### config.mk
export PLATFORM = sky130hd
export DESIGN_NAME = regb_fifo_arbiter_flat
export DESIGN_NICKNAME = d
export VERILOG_FILES = /design/src/rtl/regb_fifo_arbiter_if.sv /design/src/rtl/regb_fifo_arbiter.sv /design/src/flat_wrapper.sv
export SDC_FILE = /design/constraint.sdc
export NUM_CORES = 1
export LEC_CHECK = 0
export BUFFER_PORTS_ARGS = -buffer_cell sky130_fd_sc_hd__buf_2
export CORE_MARGIN = 4
export CORE_UTILIZATION = 53
export DETAILED_ROUTE_END_ITERATION = 12
export PLACE_DENSITY = 0.81
export SYNTH_ARGS = -nofsm -noshare
export SYNTH_HDL_FRONTEND = slang
export SYNTH_SLANG_ARGS = --single-unit
### constraint.sdc
create_clock -name clk_i -period 6.2 [get_ports clk_i]
set_clock_uncertainty 0.2 [all_clocks]
set_input_delay 0.62 -clock clk_i [delete_from_list [all_inputs] [get_ports clk_i]]
set_output_delay 0.62 -clock clk_i [all_outputs]
set_load 0.01 [all_outputs]
### src/rtl/regb_fifo_arbiter_if.sv
// Producer/consumer bus of the register-based FIFO arbiter.
// The almost_full signal exists only when REGB_ARB_AF_EN is defined.
interface regb_fifo_arbiter_if #(
  parameter int unsigned WIDTH = 4,
  parameter int unsigned DEPTH = 4,
  parameter int unsigned NREQ  = 4
);
  localparam int unsigned CntW = $clog2(DEPTH + 1);

  logic [NREQ-1:0]       req;
  logic [NREQ*WIDTH-1:0] data_in;
  logic [NREQ-1:0]       gnt;
  logic                  rd_req;
  logic [WIDTH-1:0]      fifo_si;
  logic                  fifo_shift_in;
  logic                  fifo_shift_out;
  logic [CntW-1:0]       count;
  logic                  empty_n;
  logic                  full;
`ifdef REGB_ARB_AF_EN
  logic                  almost_full;

  modport slave (
    input  req, data_in, rd_req,
    output gnt, fifo_si, fifo_shift_in, fifo_shift_out, count, empty_n, full, almost_full
  );
  modport master (
    output req, data_in, rd_req,
    input  gnt, fifo_si, fifo_shift_in, fifo_shift_out, count, empty_n, full, almost_full
  );
`else
  modport slave (
    input  req, data_in, rd_req,
    output gnt, fifo_si, fifo_shift_in, fifo_shift_out, count, empty_n, full
  );
  modport master (
    output req, data_in, rd_req,
    input  gnt, fifo_si, fifo_shift_in, fifo_shift_out, count, empty_n, full
  );
`endif
endinterface

### src/rtl/regb_fifo_arbiter.sv
// Round-robin write arbiter and occupancy tracker for the register-based FIFO chain.
// Optional registered almost_full flag enabled by defining REGB_ARB_AF_EN.
module regb_fifo_arbiter #(
  parameter int unsigned WIDTH    = 4,
  parameter int unsigned DEPTH    = 4,
  parameter int unsigned NREQ     = 4,
  parameter int unsigned AF_LEVEL = 3
) (
  input  logic               clk_i,
  input  logic               res_i,
  regb_fifo_arbiter_if.slave bus
);
  localparam int unsigned PtrW = $clog2(NREQ);
  localparam int unsigned CntW = $clog2(DEPTH + 1);

  if (DEPTH < 2 || DEPTH > 16 || NREQ < 2 || NREQ > 8 || AF_LEVEL > DEPTH) begin : g_bad_params
    $error("regb_fifo_arbiter: parameter out of range");
  end

  logic [PtrW-1:0]  ptr_q, ptr_d;
  logic [CntW-1:0]  count_q, count_d;
  logic             empty_n_q, full_q;
  logic [NREQ-1:0]  gnt;
  logic [WIDTH-1:0] si;
  logic             found;
  logic             shift_in, shift_out;
  int unsigned      idx;

  // Grant depends only on registered full, so rd_req never reaches gnt.
  always_comb begin
    gnt   = '0;
    si    = '0;
    found = 1'b0;
    idx   = 0;
    ptr_d = ptr_q;
    if (!res_i && !full_q) begin
      for (int unsigned k = 0; k < NREQ; k++) begin
        idx = (32'(ptr_q) + k) % NREQ;
        if (!found && bus.req[idx]) begin
          found    = 1'b1;
          gnt[idx] = 1'b1;
          si       = bus.data_in[idx*WIDTH +: WIDTH];
          ptr_d    = PtrW'((idx + 1) % NREQ);
        end
      end
    end
  end

  assign shift_in  = |gnt;
  assign shift_out = bus.rd_req & empty_n_q & ~res_i;

  always_comb begin
    count_d = count_q;
    unique case ({shift_in, shift_out})
      2'b10:   count_d = count_q + CntW'(1);
      2'b01:   count_d = count_q - CntW'(1);
      default: count_d = count_q;
    endcase
  end

  always_ff @(posedge clk_i) begin
    if (res_i) begin
      ptr_q     <= '0;
      count_q   <= '0;
      empty_n_q <= 1'b0;
      full_q    <= 1'b0;
    end else begin
      ptr_q     <= ptr_d;
      count_q   <= count_d;
      empty_n_q <= (count_d != '0);
      full_q    <= (count_d == CntW'(DEPTH));
    end
  end

`ifdef REGB_ARB_AF_EN
  logic almost_full_q;

  always_ff @(posedge clk_i) begin
    if (res_i) begin
      almost_full_q <= 1'b0;
    end else begin
      almost_full_q <= (count_d >= CntW'(AF_LEVEL));
    end
  end

  assign bus.almost_full = almost_full_q;
`endif

  assign bus.gnt            = gnt;
  assign bus.fifo_si        = si;
  assign bus.fifo_shift_in  = shift_in;
  assign bus.fifo_shift_out = shift_out;
  assign bus.count          = count_q;
  assign bus.empty_n        = empty_n_q;
  assign bus.full           = full_q;

endmodule

### src/flat_wrapper.sv
// flat-port wrapper written by rule: the top's interface ports become plain ports
module regb_fifo_arbiter_flat 
#(
  parameter int unsigned WIDTH    = 4,
  parameter int unsigned DEPTH    = 4,
  parameter int unsigned NREQ     = 4,
  parameter int unsigned AF_LEVEL = 3
)
  (clk_i, res_i, bus_req, bus_data_in, bus_rd_req, bus_gnt, bus_fifo_si, bus_fifo_shift_in, bus_fifo_shift_out, bus_count, bus_empty_n, bus_full);
  regb_fifo_arbiter_if #(.WIDTH(WIDTH), .DEPTH(DEPTH), .NREQ(NREQ)) bus_i ();
  input  logic clk_i;
  input  logic res_i;
  input wire logic [$bits(bus_i.req)-1:0] bus_req;
  input wire logic [$bits(bus_i.data_in)-1:0] bus_data_in;
  input wire logic [$bits(bus_i.rd_req)-1:0] bus_rd_req;
  output wire logic [$bits(bus_i.gnt)-1:0] bus_gnt;
  output wire logic [$bits(bus_i.fifo_si)-1:0] bus_fifo_si;
  output wire logic [$bits(bus_i.fifo_shift_in)-1:0] bus_fifo_shift_in;
  output wire logic [$bits(bus_i.fifo_shift_out)-1:0] bus_fifo_shift_out;
  output wire logic [$bits(bus_i.count)-1:0] bus_count;
  output wire logic [$bits(bus_i.empty_n)-1:0] bus_empty_n;
  output wire logic [$bits(bus_i.full)-1:0] bus_full;
  assign bus_i.req = bus_req;
  assign bus_i.data_in = bus_data_in;
  assign bus_i.rd_req = bus_rd_req;
  assign bus_gnt = bus_i.gnt;
  assign bus_fifo_si = bus_i.fifo_si;
  assign bus_fifo_shift_in = bus_i.fifo_shift_in;
  assign bus_fifo_shift_out = bus_i.fifo_shift_out;
  assign bus_count = bus_i.count;
  assign bus_empty_n = bus_i.empty_n;
  assign bus_full = bus_i.full;
  regb_fifo_arbiter #(.WIDTH(WIDTH), .DEPTH(DEPTH), .NREQ(NREQ), .AF_LEVEL(AF_LEVEL)) u_core (.clk_i(clk_i), .res_i(res_i), .bus(bus_i));
endmodule
# Yosys cells after proc, flatten, opt, wreduce, memory -nomap -nowiden
# Cells that the tools add are included.
# word_totals
reg_bits	7
wordCells	90
output_inout_bits	15
in_bits	23
# op_classes
n_lt_le_gt_ge	8
n_bitwise	6
reduce_logical	17
addsub	8
eq_ne	3
n_mux	40
shifts	4
# op_table
op	n
indexed part select 16 x 5 -> 4 bit	4
2-to-1 mux 4 bit	13
2-to-1 mux 1 bit	14
less-than comparator 2 x 3 -> 1 bit (second input constant)	4
OR 4 bit	3
adder 2 x 1 -> 2 bit (second input constant)	4
binary-select mux 1 bit (select 2 bit)	4
demux 1 bit (select 2 bit)	4
greater-or-equal comparator 2 x 1 -> 1 bit (second input constant)	4
logical AND 1 bit	8
2-to-1 mux 2 bit	4
one-hot mux 3 bit (2 select lines)	1
logical NOT 1 bit	5
adder 2 bit (second input constant)	2
nonzero test 4 bit	1
OR reduction 4 bit	1
adder 3 x 1 -> 3 bit (second input constant)	1
== test 3 bit (second input constant)	1
nonzero test 3 bit	1
subtractor 3 x 1 -> 3 bit (second input constant)	1
AND 1 bit	2
== test 2 x 1 -> 1 bit (second input constant)	1
== test 2 bit (second input constant)	1
AND reduction 2 bit	1
inverter 1 bit	1

# Depth between registers and ports, before layout
# depth
word_depth	20
ltp_mapped	18

# Worst setup path after synthesis
# No wires, ideal clock.
# synth_path
kind	reg2reg
start	reg u_core.ptr_q[1]
end	reg u_core.full_q, in the netlist u_core.bus.full
path_slack_ns	1.828
arrival_ns	4.107
synth_period_minus_slack_ns	4.372
path_buffers	3
stages_incl_launch_ff	19
cell_sequence	dfxtp_1 clkbuf_1 clkbuf_1 inv_1 ha_1 buf_2 mux2i_1 mux2_2 a211o_1 a32o_1 nor4_1 ha_1 inv_1 fa_1 xor2_1 nor2_1 xnor2_1 or2_2 nor2b_1
# synth_between
elab_chain_len	20
word_cells_on_any_way	59
# synth_rtl
item	line	rtl
start, declared	regb_fifo_arbiter.sv:20	logic [PtrW-1:0] ptr_q, ptr_d;
start signal, assigned	regb_fifo_arbiter.sv:68	ptr_q <= ptr_d;
branches (longest 14 deep; another with less-than comparator 2 x 3 -> 1 bit)	-	
2-to-1 mux 4 bit *	regb_fifo_arbiter.sv:39	if (!found && bus.req[idx]) begin
2-to-1 mux 4 bit *	regb_fifo_arbiter.sv:36	if (!res_i && !full_q) begin
net bus_gnt[2]	flat_wrapper.sv:16	output wire logic [$bits(bus_i.gnt)-1:0] bus_gnt;
OR reduction 4 bit *	regb_fifo_arbiter.sv:49	assign shift_in = |gnt;
== test 2 x 1 -> 1 bit / == test 2 bit (equally long branches)	regb_fifo_arbiter.sv:54	unique case ({shift_in, shift_out})
one-hot mux 3 bit (2 select lines) *	regb_fifo_arbiter.sv:54	
== test 3 bit *	regb_fifo_arbiter.sv:71	full_q <= (count_d == CntW'(DEPTH));
end signal, assigned	regb_fifo_arbiter.sv:71	
end, declared	regb_fifo_arbiter.sv:22	logic empty_n_q, full_q;
# Mark *: on every way through the listed nets, which the timed path passes. The select of a mux whose other input is x is not followed.
# A chain may end at the register's enable or synchronous reset.

# Worst setup path after layout
# layout_path
start	reg u_core.ptr_q[1]
end	reg u_core.full_q, in the netlist u_core.bus.full
# layout_between
elab_chain_len	20
word_cells_on_any_way	59
# layout_rtl
item	line
branches (longest 14 deep; another with less-than comparator 2 x 3 -> 1 bit)	-
2-to-1 mux 4 bit *	regb_fifo_arbiter.sv:39
2-to-1 mux 4 bit *	regb_fifo_arbiter.sv:36
OR reduction 4 bit *	regb_fifo_arbiter.sv:49
== test 2 x 1 -> 1 bit / == test 2 bit (equally long branches)	regb_fifo_arbiter.sv:54
one-hot mux 3 bit (2 select lines) *	regb_fifo_arbiter.sv:54
== test 3 bit *	regb_fifo_arbiter.sv:71
# Mark *: on every way between the ends. The select of a mux whose other input is x is not followed.

==> impl_metrics.json <==
{
  "postLayoutSetupSlackWorst_ps": 1250,
  "core_um2": 2500,
  "antenna_found_initial": 0,
  "power_density_nw_per_um2": 459.9,
  "p_clk_share_pct": 6.2,
  "grt.total_usage_pct": 22.07,
  "outcome": "finished, final reports clean",
  "clk_pin_slew_ps": 60,
  "crit_required_ps": 6200,
  "h-tree-depth": 1,
  "tightestPinTransition_ps": 687.4,
  "synth_xor_area_share_pct": 1.877,
  "clk_latency_ps": 260,
  "synth_compound_area_share_pct": 23.06,
  "cp-end-kind": "register",
  "hold_path.class": "reg2reg",
  "route.vias.total": 1471,
  "muxShareOfSynthArea_pct": 31.72,
  "dr.pass1.iters": 4,
  "grt_max_degree": 40,
  "first_iter_violations": 97,
  "avgSynthCellArea_um2": 8.696,
  "io_pins": 38,
  "criticalPathCategory": "reg2reg",
  "fp.dieW_um": 59.40,
  "crit_cells": 15,
  "rr_endpoint": "u_core.bus.full",
  "ys_top_cells_by_area": "mux4_2, dfxtp_1, ha_1, a21oi_1, nand2_1",
  "arrival_ps": 4950,
  "p_total_mw": 0.7279,
  "cp-start-kind": "register",
  "switching_share_pct": 49.52,
  "postCtsResizedCells": 0,
  "p_int_mw": 0.3675,
  "setup_viol": 0,
  "synth_adder_area_share_pct": 6.792,
  "synth_edf_count": 0,
  "ant_nets": 0,
  "drc_errors": 0,
  "hpwl_um": 2855,
  "slew_violations": 0,
  "async_reset_ff_share_pct": 0,
  "crit_path_end": "u_core.bus.full",
  "r2r-start": "u_core.ptr_q[1]",
  "p_leak_nw": 0.6468,
  "fin_crit_ps": 4950,
  "synth_most_common_cell": "mux4_2",
  "r2r_cells": 15,
  "nets": 219,
  "avgViaCountPerCell": 6.748,
  "syn-instance-count": 161,
  "std_cell_rows": 18,
  "pwr-share-seq_pct": 12.0,
  "netlist-cell-type-count": 42,
  "grt_pass1_vias": 1413,
  "synth-seq-cells": 7,
  "fin_hold_ws_ps": 374.4,
  "cp-startpoint": "u_core.ptr_q[1]",
  "grt_first_pass_wirelength_um": 6065,
  "synth_top_area_share_pct": 27.35,
  "globalplace.congestion": 0.8581,
  "maxCapViolations": 0,
  "cp_top_family": "adder cells",
  "synth-simple-area-share_pct": 18.05,
  "fin_setup_tns_ps": 0,
  "yosysWarnings": 0,
  "fmax_ghz": 0.2020,
  "synth_area_um2": 1400,
  "synth.top_cells.by_count": "mux4_2, nand2_1, a21oi_1",
  "period_share_pct": 79.84,
  "hold_buffers": 0,
  "die_h_um": 59.40,
  "switchingPower_mw": 0.3604,
  "pre_cts_slack_ps": 1287,
  "routed_wl_um": 3838,
  "path_cells": "inv_1, ha_1, mux2i_1, mux2_2, a211o_1, a32o_1, nor4_1, ha_1, inv_1, fa_1, xor2_1, nor2_1, xnor2_1, or2_2, nor2b_1",
  "initial_core_util_pct": 56.01,
  "reg2reg_slack_ps": 1250,
  "cp.buffers_inverters": 2,
  "synth_flop_cell": "dfxtp_1",
  "postCtsSetupBuffers": 0,
  "pwr-share-comb_pct": 81.8,
  "hold_viol": 0,
  "gr-total-overflow": 0,
  "root_buffer": "clkbuf_4",
  "port_buffers": 37,
  "cts_tree": "done",
  "numCtsBuffers": 3,
  "syn_to_final_growth_pct": 13.05,
  "cpPeakStageDelay_ps": 800,
  "rsz0062_at_grt": "no",
  "relSlewSlack_pct": 54.11,
  "syn-num-nets": 191,
  "clock-sinks": 7,
  "die_area_um2": 3528,
  "wl_per_cell_um": 17.61,
  "clock_path_buffers": 2,
  "cp_slowest_cell": "ha_1",
  "synth.largest_area_cell": "mux4_2",
  "drive_above_1_share_pct": 32.98,
  "diodes": 0,
  "ys_seq_area_share_pct": 10.01,
  "peakVddDrop_mv": 0.3778,
  "worst-path-max-fanout": 17,
  "synth_top_family_by_area": "multiplexers"
}
==> worst min path at each step <==
| stage | startpoint | endpoint | slack, ps | depth (start not counted) |
|---|---|---|---|---|
| floorplan | u_core.bus.count[1] | u_core.bus.count[1] | 350 | 2 |
| global placement | u_core.bus.count[1] | u_core.bus.count[1] | 320 | 2 |
| detailed placement | u_core.bus.count[1] | u_core.bus.count[1] | 360 | 2 |
| CTS | u_core.bus.count[1] | u_core.bus.count[1] | 370 | 2 |
| global route | u_core.bus.count[1] | u_core.bus.count[1] | 410 | 2 |
| finish | u_core.bus.count[0] | u_core.bus.count[0] | 370 | 2 |
==> metrics by stage <==
step	std cells	util (%)	cell area, um2
after detailed placement	214	62.26	1556
final	218	63.31	1583
after floorplan	161	-	1400
after global routing	218	63.31	1583
after CTS	218	63.31	1583
after global placement	214	62.26	1556
==> layout make-up <==
type	count	area, um2
tap	30	37.54
clock buffer	4	26.28
inverter	12	45.04
sequential	7	140.1
timing repair buffer	38	192.7
multi-input combinational	127	1141
fill	214	917.1
==> power groups by stage <==
stage	sequential [mW]	clock, mW	combinational (mW)
2_1_floorplan	0.0825	0	0.474
3_3_place_gp	0.0862	0	0.566
3_5_place_dp	0.0876	0	0.593
4_1_cts	0.0875	0.0446	0.595
5_1_grt	0.0912	0.0491	0.654
6_report	0.0875	0.0448	0.596
==> cell families (layout without fill, tap and decap cells) <==
kind of cell | after synthesis | after routing
simple gates | 48 | 48
compound gates | 46 | 46
buf+inv | 27 | 54
mux | 23 | 23
fa+ha+maj | 7 | 7
flops | 7 | 7
xor+xnor | 3 | 3
==> routing by layer <==
metal  wire length [um]  track usage (%)
met5                  0                0
met4                 36            11.00
met3                287            2.832
met2               2087            39.16
met1               1427            25.76
==> worst register-to-register path, stage by stage, from the launching register on <==
cell	delay [ps]
dfxtp_1	760
inv_1	230
ha_1	800
mux2i_1	300
mux2_2	380
a211o_1	270
a32o_1	220
nor4_1	310
ha_1	240
inv_1	60
fa_1	370
xor2_1	150
nor2_1	120
xnor2_1	90
or2_2	290
nor2b_1	100
==> layout by cell type, fill, tap and decap left out, drive strengths merged, types with 2 or more instances in the layout <==
cell type,instances
nor2b,2
nor3,2
o22ai,7
dfxtp,7
a21oi,13
or2,2
a31oi,2
nand2,14
inv,12
a211oi,3
a211o,4
buf,38
a221oi,4
a32o,4
nand3b,6
ha,6
mux4,17
xor2,2
nor2,9
nand3,2
nand2b,4
clkbuf,4
o21ai,3
mux2i,5
==> sequential cells by signal (all words and copies together) (netlist names) <==
register and count:
u_core.bus.empty_n 1, u_core.bus.count 3, u_core.bus.full 1, u_core.ptr_q 2
Note: power is estimated with default switching activity, not from simulation.
